## config.mk

```make
export PLATFORM = sky130hd
export DESIGN_NAME = alu_arbiter
export DESIGN_NICKNAME = d
export VERILOG_FILES = /design/src/rtl/alu_arbiter.sv
export SDC_FILE = /design/constraint.sdc
export NUM_CORES = 1
export LEC_CHECK = 0
export CORE_AREA = 2 2 172 174
export CTS_CLUSTER_SIZE = 16
export DETAILED_ROUTE_END_ITERATION = 16
export DIE_AREA = 0 0 174 176
export PLACE_DENSITY = 0.55
export SETUP_SLACK_MARGIN = 0.2
export SLEW_MARGIN = 20
export SYNTH_ARGS = -nofsm -noshare
export SYNTH_HDL_FRONTEND = slang
export SYNTH_SLANG_ARGS = --single-unit
export TNS_END_PERCENT = 20
```

## constraint.sdc

```tcl
create_clock -name clk -period 12.6 [get_ports clk]
set_input_delay 3.78 -clock clk [delete_from_list [all_inputs] [get_ports clk]]
set_output_delay 3.78 -clock clk [all_outputs]
set_load 0.05 [all_outputs]
```

## src/rtl/alu_arbiter.sv

```systemverilog
// alu_arbiter: round-robin arbiter and two-stage issue/response pipeline
// that shares one combinational 32-bit ALU among NREQ requesters.
module alu_arbiter #(
    parameter int NREQ = 4
) (
    input  logic                 clk,
    input  logic                 rst_n,
    input  logic [NREQ-1:0]      req_valid,
    output logic [NREQ-1:0]      req_ready,
    input  logic [NREQ*32-1:0]   req_in1,
    input  logic [NREQ*32-1:0]   req_in2,
    input  logic [NREQ*4-1:0]    req_sel,
    output logic [NREQ-1:0]      rsp_valid,
    input  logic [NREQ-1:0]      rsp_ready,
    output logic [31:0]          rsp_result,
    output logic                 rsp_zero,
    output logic                 rsp_illegal,
    output logic [15:0]          op_count,
    output logic [31:0]          alu_in1,
    output logic [31:0]          alu_in2,
    output logic [3:0]           alu_sel,
    input  logic [31:0]          alu_result,
    input  logic                 alu_zero
);

    localparam int PW = (NREQ > 1) ? $clog2(NREQ) : 1;

    // Round-robin pointer: requester with highest priority next grant
    logic [PW-1:0]   r_ptr;

    // Issue stage: owner id, illegal flag and the registered ALU operands
    logic            r_issValid;
    logic [PW-1:0]   r_issId;
    logic            r_issIllegal;
    logic [31:0]     r_aluIn1;
    logic [31:0]     r_aluIn2;
    logic [3:0]      r_aluSel;

    // Response stage: stored id is decoded into the one-hot rsp_valid
    logic            r_rspValid;
    logic [PW-1:0]   r_rspId;
    logic [31:0]     r_rspResult;
    logic            r_rspZero;
    logic            r_rspIllegal;
    logic [15:0]     r_opCount;

    logic            w_rspFire;
    logic            w_rspFree;
    logic            w_issAccept;
    logic            w_grantFound;
    logic            w_grantValid;
    logic [PW-1:0]   w_grantId;
    logic [PW:0]     w_candidate;
    logic [NREQ-1:0] w_grant;
    logic [31:0]     w_grantIn1;
    logic [31:0]     w_grantIn2;
    logic [3:0]      w_grantSel;
    logic            w_grantIllegal;
    logic [PW-1:0]   w_ptrNext;

    // R frees when empty or when its owner takes the response this cycle;
    // I can take a new operation whenever it is empty or moves into R.
    assign w_rspFire    = r_rspValid & rsp_ready[r_rspId];
    assign w_rspFree    = ~r_rspValid | w_rspFire;
    assign w_issAccept  = ~r_issValid | w_rspFree;
    assign w_grantValid = rst_n & w_issAccept & w_grantFound;

    // Search for the first requesting bit at or after the pointer, wrapping
    always_comb begin
        w_grantFound = 1'b0;
        w_grantId    = '0;
        w_candidate  = '0;
        for (int k = 0; k < NREQ; k++) begin
            w_candidate = {1'b0, r_ptr} + (PW+1)'(k);
            if (w_candidate >= (PW+1)'(NREQ)) begin
                w_candidate = w_candidate - (PW+1)'(NREQ);
            end
            if (!w_grantFound && req_valid[w_candidate[PW-1:0]]) begin
                w_grantFound = 1'b1;
                w_grantId    = w_candidate[PW-1:0];
            end
        end
    end

    // Decode the winner and select its operand slices for the ALU registers
    always_comb begin
        w_grant    = '0;
        w_grantIn1 = '0;
        w_grantIn2 = '0;
        w_grantSel = '0;
        for (int i = 0; i < NREQ; i++) begin
            w_grant[i] = w_grantFound && (w_grantId == PW'(i));
            if (w_grant[i]) begin
                w_grantIn1 = req_in1[32*i +: 32];
                w_grantIn2 = req_in2[32*i +: 32];
                w_grantSel = req_sel[4*i +: 4];
            end
        end
    end

    // Only AND, OR, ADD and SUB are meaningful to the ALU; anything else is flagged
    always_comb begin
        case (w_grantSel)
            4'd0, 4'd1, 4'd2, 4'd6: w_grantIllegal = 1'b0;
            default:                w_grantIllegal = 1'b1;
        endcase
    end

    // The next pointer sits just past the winner so it drops to lowest priority
    always_comb begin
        if (w_grantId == PW'(NREQ - 1)) begin
            w_ptrNext = '0;
        end else begin
            w_ptrNext = w_grantId + PW'(1);
        end
    end

    // Ready is the one-hot grant, suppressed whenever the pipeline stalls or in reset
    always_comb begin
        req_ready = w_grantValid ? w_grant : '0;
    end

    // Issue stage and pointer; ALU operands hold when nothing is granted
    always_ff @(posedge clk or negedge rst_n) begin
        if (!rst_n) begin
            r_ptr        <= '0;
            r_issValid   <= 1'b0;
            r_issId      <= '0;
            r_issIllegal <= 1'b0;
            r_aluIn1     <= '0;
            r_aluIn2     <= '0;
            r_aluSel     <= '0;
        end else if (w_issAccept) begin
            r_issValid <= w_grantFound;
            if (w_grantFound) begin
                r_ptr        <= w_ptrNext;
                r_issId      <= w_grantId;
                r_issIllegal <= w_grantIllegal;
                r_aluIn1     <= w_grantIn1;
                r_aluIn2     <= w_grantIn2;
                r_aluSel     <= w_grantSel;
            end
        end
    end

    // Response stage captures the ALU output when the issue stage moves forward
    always_ff @(posedge clk or negedge rst_n) begin
        if (!rst_n) begin
            r_rspValid   <= 1'b0;
            r_rspId      <= '0;
            r_rspResult  <= '0;
            r_rspZero    <= 1'b0;
            r_rspIllegal <= 1'b0;
        end else if (w_rspFree) begin
            r_rspValid <= r_issValid;
            if (r_issValid) begin
                r_rspId      <= r_issId;
                r_rspResult  <= alu_result;
                r_rspZero    <= alu_zero;
                r_rspIllegal <= r_issIllegal;
            end
        end
    end

    // Completed-response counter, wrapping naturally at 16 bits
    always_ff @(posedge clk or negedge rst_n) begin
        if (!rst_n) begin
            r_opCount <= '0;
        end else if (w_rspFire) begin
            r_opCount <= r_opCount + 16'd1;
        end
    end

    // One-hot response valid decoded from the stored owner id
    always_comb begin
        rsp_valid = '0;
        for (int i = 0; i < NREQ; i++) begin
            rsp_valid[i] = r_rspValid && (r_rspId == PW'(i));
        end
    end

    assign rsp_result  = r_rspResult;
    assign rsp_zero    = r_rspZero;
    assign rsp_illegal = r_rspIllegal;
    assign op_count    = r_opCount;
    assign alu_in1     = r_aluIn1;
    assign alu_in2     = r_aluIn2;
    assign alu_sel     = r_aluSel;

endmodule

```

==> impl_metrics.json, run 1 <==
{
  "outcome": "finished, final reports clean",
  "fin_setup_tns_ns": 0,
  "synth_area_per_cell_um2": 9.01,
  "gr-total-overflow": 0,
  "totalWireLength_mm": 29.5,
  "maxCapViolCount": 0,
  "cts.sinks": 127,
  "firstDrtPassIters": 4,
  "cts_setup_buffers": 0,
  "period_needed_ns": 10.86,
  "clk_latency_ns": 0.41,
  "cp_max_fo": 66,
  "fillers": 2886,
  "vias": 7533,
  "synth_seq_cells": 127,
  "grt_first_pass_wirelength_mm": 44.5,
  "gp_congestion": 0.831,
  "syn_to_final_growth_pct": 72.4,
  "final_core_util_pct": 43.8,
  "r2r_start": "r_ptr[1]",
  "multi_input_area_mm2": 0.00377,
  "rr_worst_depth": 11,
  "yosysSeqAreaShare_pct": 43.8,
  "grt.busiest_layer": "met2",
  "core_area_mm2": 0.0285,
  "drive_above_1_share_pct": 7.10,
  "yosys_most_used_dff": "dfrtp_1",
  "rrSetupSlack_ns": 8.57,
  "cts-resized-gates": 0,
  "fmax_ghz": 0.0921,
  "place_area_mm2": 0.0119,
  "yosys_warnings": 0,
  "io_buffers": 440,
  "final_area_mm2": 0.0125,
  "antenna_found_initial": 0,
  "postSynthCellCount": 805,
  "rr_endpoint": "alu_in2[27]",
  "leakage_nw": 4.73,
  "first_global_vias": 7526,
  "max_slew_margin_pct": 37.6,
  "end_kind": "output pin",
  "syn-cell-area_mm2": 0.00725,
  "syn_nets": 1125,
  "worstPathRequired_ns": 8.82,
  "startpoint": "req_valid[0]",
  "path_clk_slew_ns": 0.06,
  "p_per_area_mw_per_mm2": 249,
  "grt_usage_pct": 18.8,
  "worst_pin_slew_ns": 0.933,
  "synthTopCellsByArea": "dfrtp_1 (44%), a311oi_1 (7.5%), nand2_1 (7.4%)",
  "dp_worst_setup_slack_ns": 1.72,
  "cts_tree": "built",
  "met2_usage_pct": 33.5,
  "cts-root-buf": "clkbuf_16",
  "clockBufferDepth": 2,
  "worstPathArrival_ns": 7.08,
  "hold_viol": 0,
  "netlist.area_leader.share_pct": 43.8,
  "fp.dieH_um": 176,
  "yosysTopAreaCell": "dfrtp_1",
  "synthDistinctLibCells": 44,
  "ant_nets": 0,
  "gr-usage-met3_pct": 5.71,
  "grt_max_degree": 90,
  "path_class": "input pin to output pin",
  "crit_end": "req_ready[3]",
  "synth_edf_count": 0,
  "cts-buffers-inserted": 17,
  "drt_iter0_markers": 466,
  "drc": 0,
  "layout.nets": 1518,
  "synthArstFlopShare_pct": 100,
  "max-vdd-ir-drop_uv": 102,
  "finClkSkew_ns": 0.0136,
  "dieArea_mm2": 0.0306,
  "ff_latch_area_mm2": 0.00318,
  "rsz0062_at_grt": "no",
  "post-route-period-util_pct": 86.2,
  "h-tree-depth": 4,
  "cts_hold_buf": 0,
  "wl_per_cell_um": 18.5,
  "hold_path.class": "flip-flop to flip-flop",
  "ios": 441,
  "dp_hpwl_mm": 21.5,
  "std_cell_rows": 62,
  "die_w_um": 174,
  "vias_per_cell": 4.72,
  "use_met1_pct": 22.0,
  "diodes": 0,
  "setup_viol": 0,
  "fin_ws_ns": 1.74,
  "startpoint_type": "input pin",
  "drv_slew": 0,
  "initial_utilization_pct": 25.4
}
[layout make-up]
class                      count  area share (%)
sequential                   127            25.4
inverter                       8           0.240
multi-input combinational    596            30.1
clock buffer                  18            3.51
timing repair buffer         448            35.7
clock inverter                14            1.17
tap                          384            3.84
[layer usage]
metal / share of wire, % / up-vias
li1: - / 3676
met1: 41 / 3543
met2: 50 / 286
met3: 7.5 / 28
met4: 1.6 / 0
met5: 0 / -
[worst max-delay path, stage by stage]
cell             delay [ns]
clkdlybuf4s50_1        0.50
mux2i_1                0.17
nor2_1                 0.05
nor3_1                 0.73
ha_4                   0.73
and3_1                 0.27
clkdlybuf4s50_1        0.83
[cell families after synthesis]
family / after synthesis / share of synthesized area (%)
simple gates: 318 / 23.4
compound gates: 219 / 19.3
flops: 127 / 43.8
buf+inv: 82 / 4.67
mux: 39 / 6.19
xor+xnor: 15 / 1.81
fa+ha+maj: 5 / 0.862
[metrics by stage]
stage                     std cells  hold slack [ns]  power (W)
final                          1595            0.472    0.00312
after floorplan                 805            0.446    0.00197
after global placement         1563            0.461    0.00264
after detailed placement       1563            0.467    0.00265
after CTS                      1595            0.476    0.00317
after global routing           1595            0.499    0.00332
[synthesized netlist by cell type (4+ instances only)]
master,count
nor2_1,7
o21ai_1,9
buf_1,6
nand4_1,4
mux2_2,37
nand3_1,8
a21oi_1,69
buf_4,8
and3_1,8
nor2b_1,65
and2_1,4
nand3b_1,65
dfrtp_1,127
o21ai_0,60
ha_1,5
xnor2_1,14
a311oi_1,62
inv_1,7
nand2_1,143
clkbuf_1,59
[state kept, by name (all words and copies together) (netlist names), 2 cells and up]
register    count
alu_sel         4
r_issId         2
alu_in2        32
op_count       16
rsp_result     32
alu_in1        32
r_rspId         2
r_ptr           2
[worst min-delay path by stage]
stage	startpoint	end	depth (start not counted)
floorplan	r_issId[1]	r_issId[1]	2
global placement	r_issId[1]	r_issId[1]	2
detailed placement	op_count[15]	op_count[15]	1
CTS	op_count[15]	op_count[15]	1
global route	alu_in2[16]	alu_in2[16]	2
finish	op_count[15]	op_count[15]	1
[cells in the final DEF (no fill, tap or decap), drive strengths merged, types with 5 or more instances in the layout]
| cell | n |
|---|---|
| a21oi | 69 |
| a311oi | 62 |
| and3 | 8 |
| buf | 9 |
| clkbuf | 18 |
| clkdlybuf4s50 | 439 |
| dfrtp | 127 |
| ha | 5 |
| inv | 16 |
| mux2 | 37 |
| nand2 | 144 |
| nand3 | 8 |
| nand3b | 65 |
| nor2 | 7 |
| nor2b | 65 |
| o21ai | 69 |
| xnor2 | 14 |
[report_power, final]
group	internal (W)	switching (W)	total, W
registers	0.000589	0.000100	0.000689
clock network	0.000285	0.000217	0.000502
logic	0.000705	0.00122	0.00193
total	0.00158	0.00154	0.00312
Power figures use the tool's default switching activity.
==> run 2, diff against run 1 <==
SKIP_CTS_REPAIR_TIMING = 1   (was unset)
==> results of run 2 <==
Same layout as run 1: the final DEF is identical, and so are final timing and power.
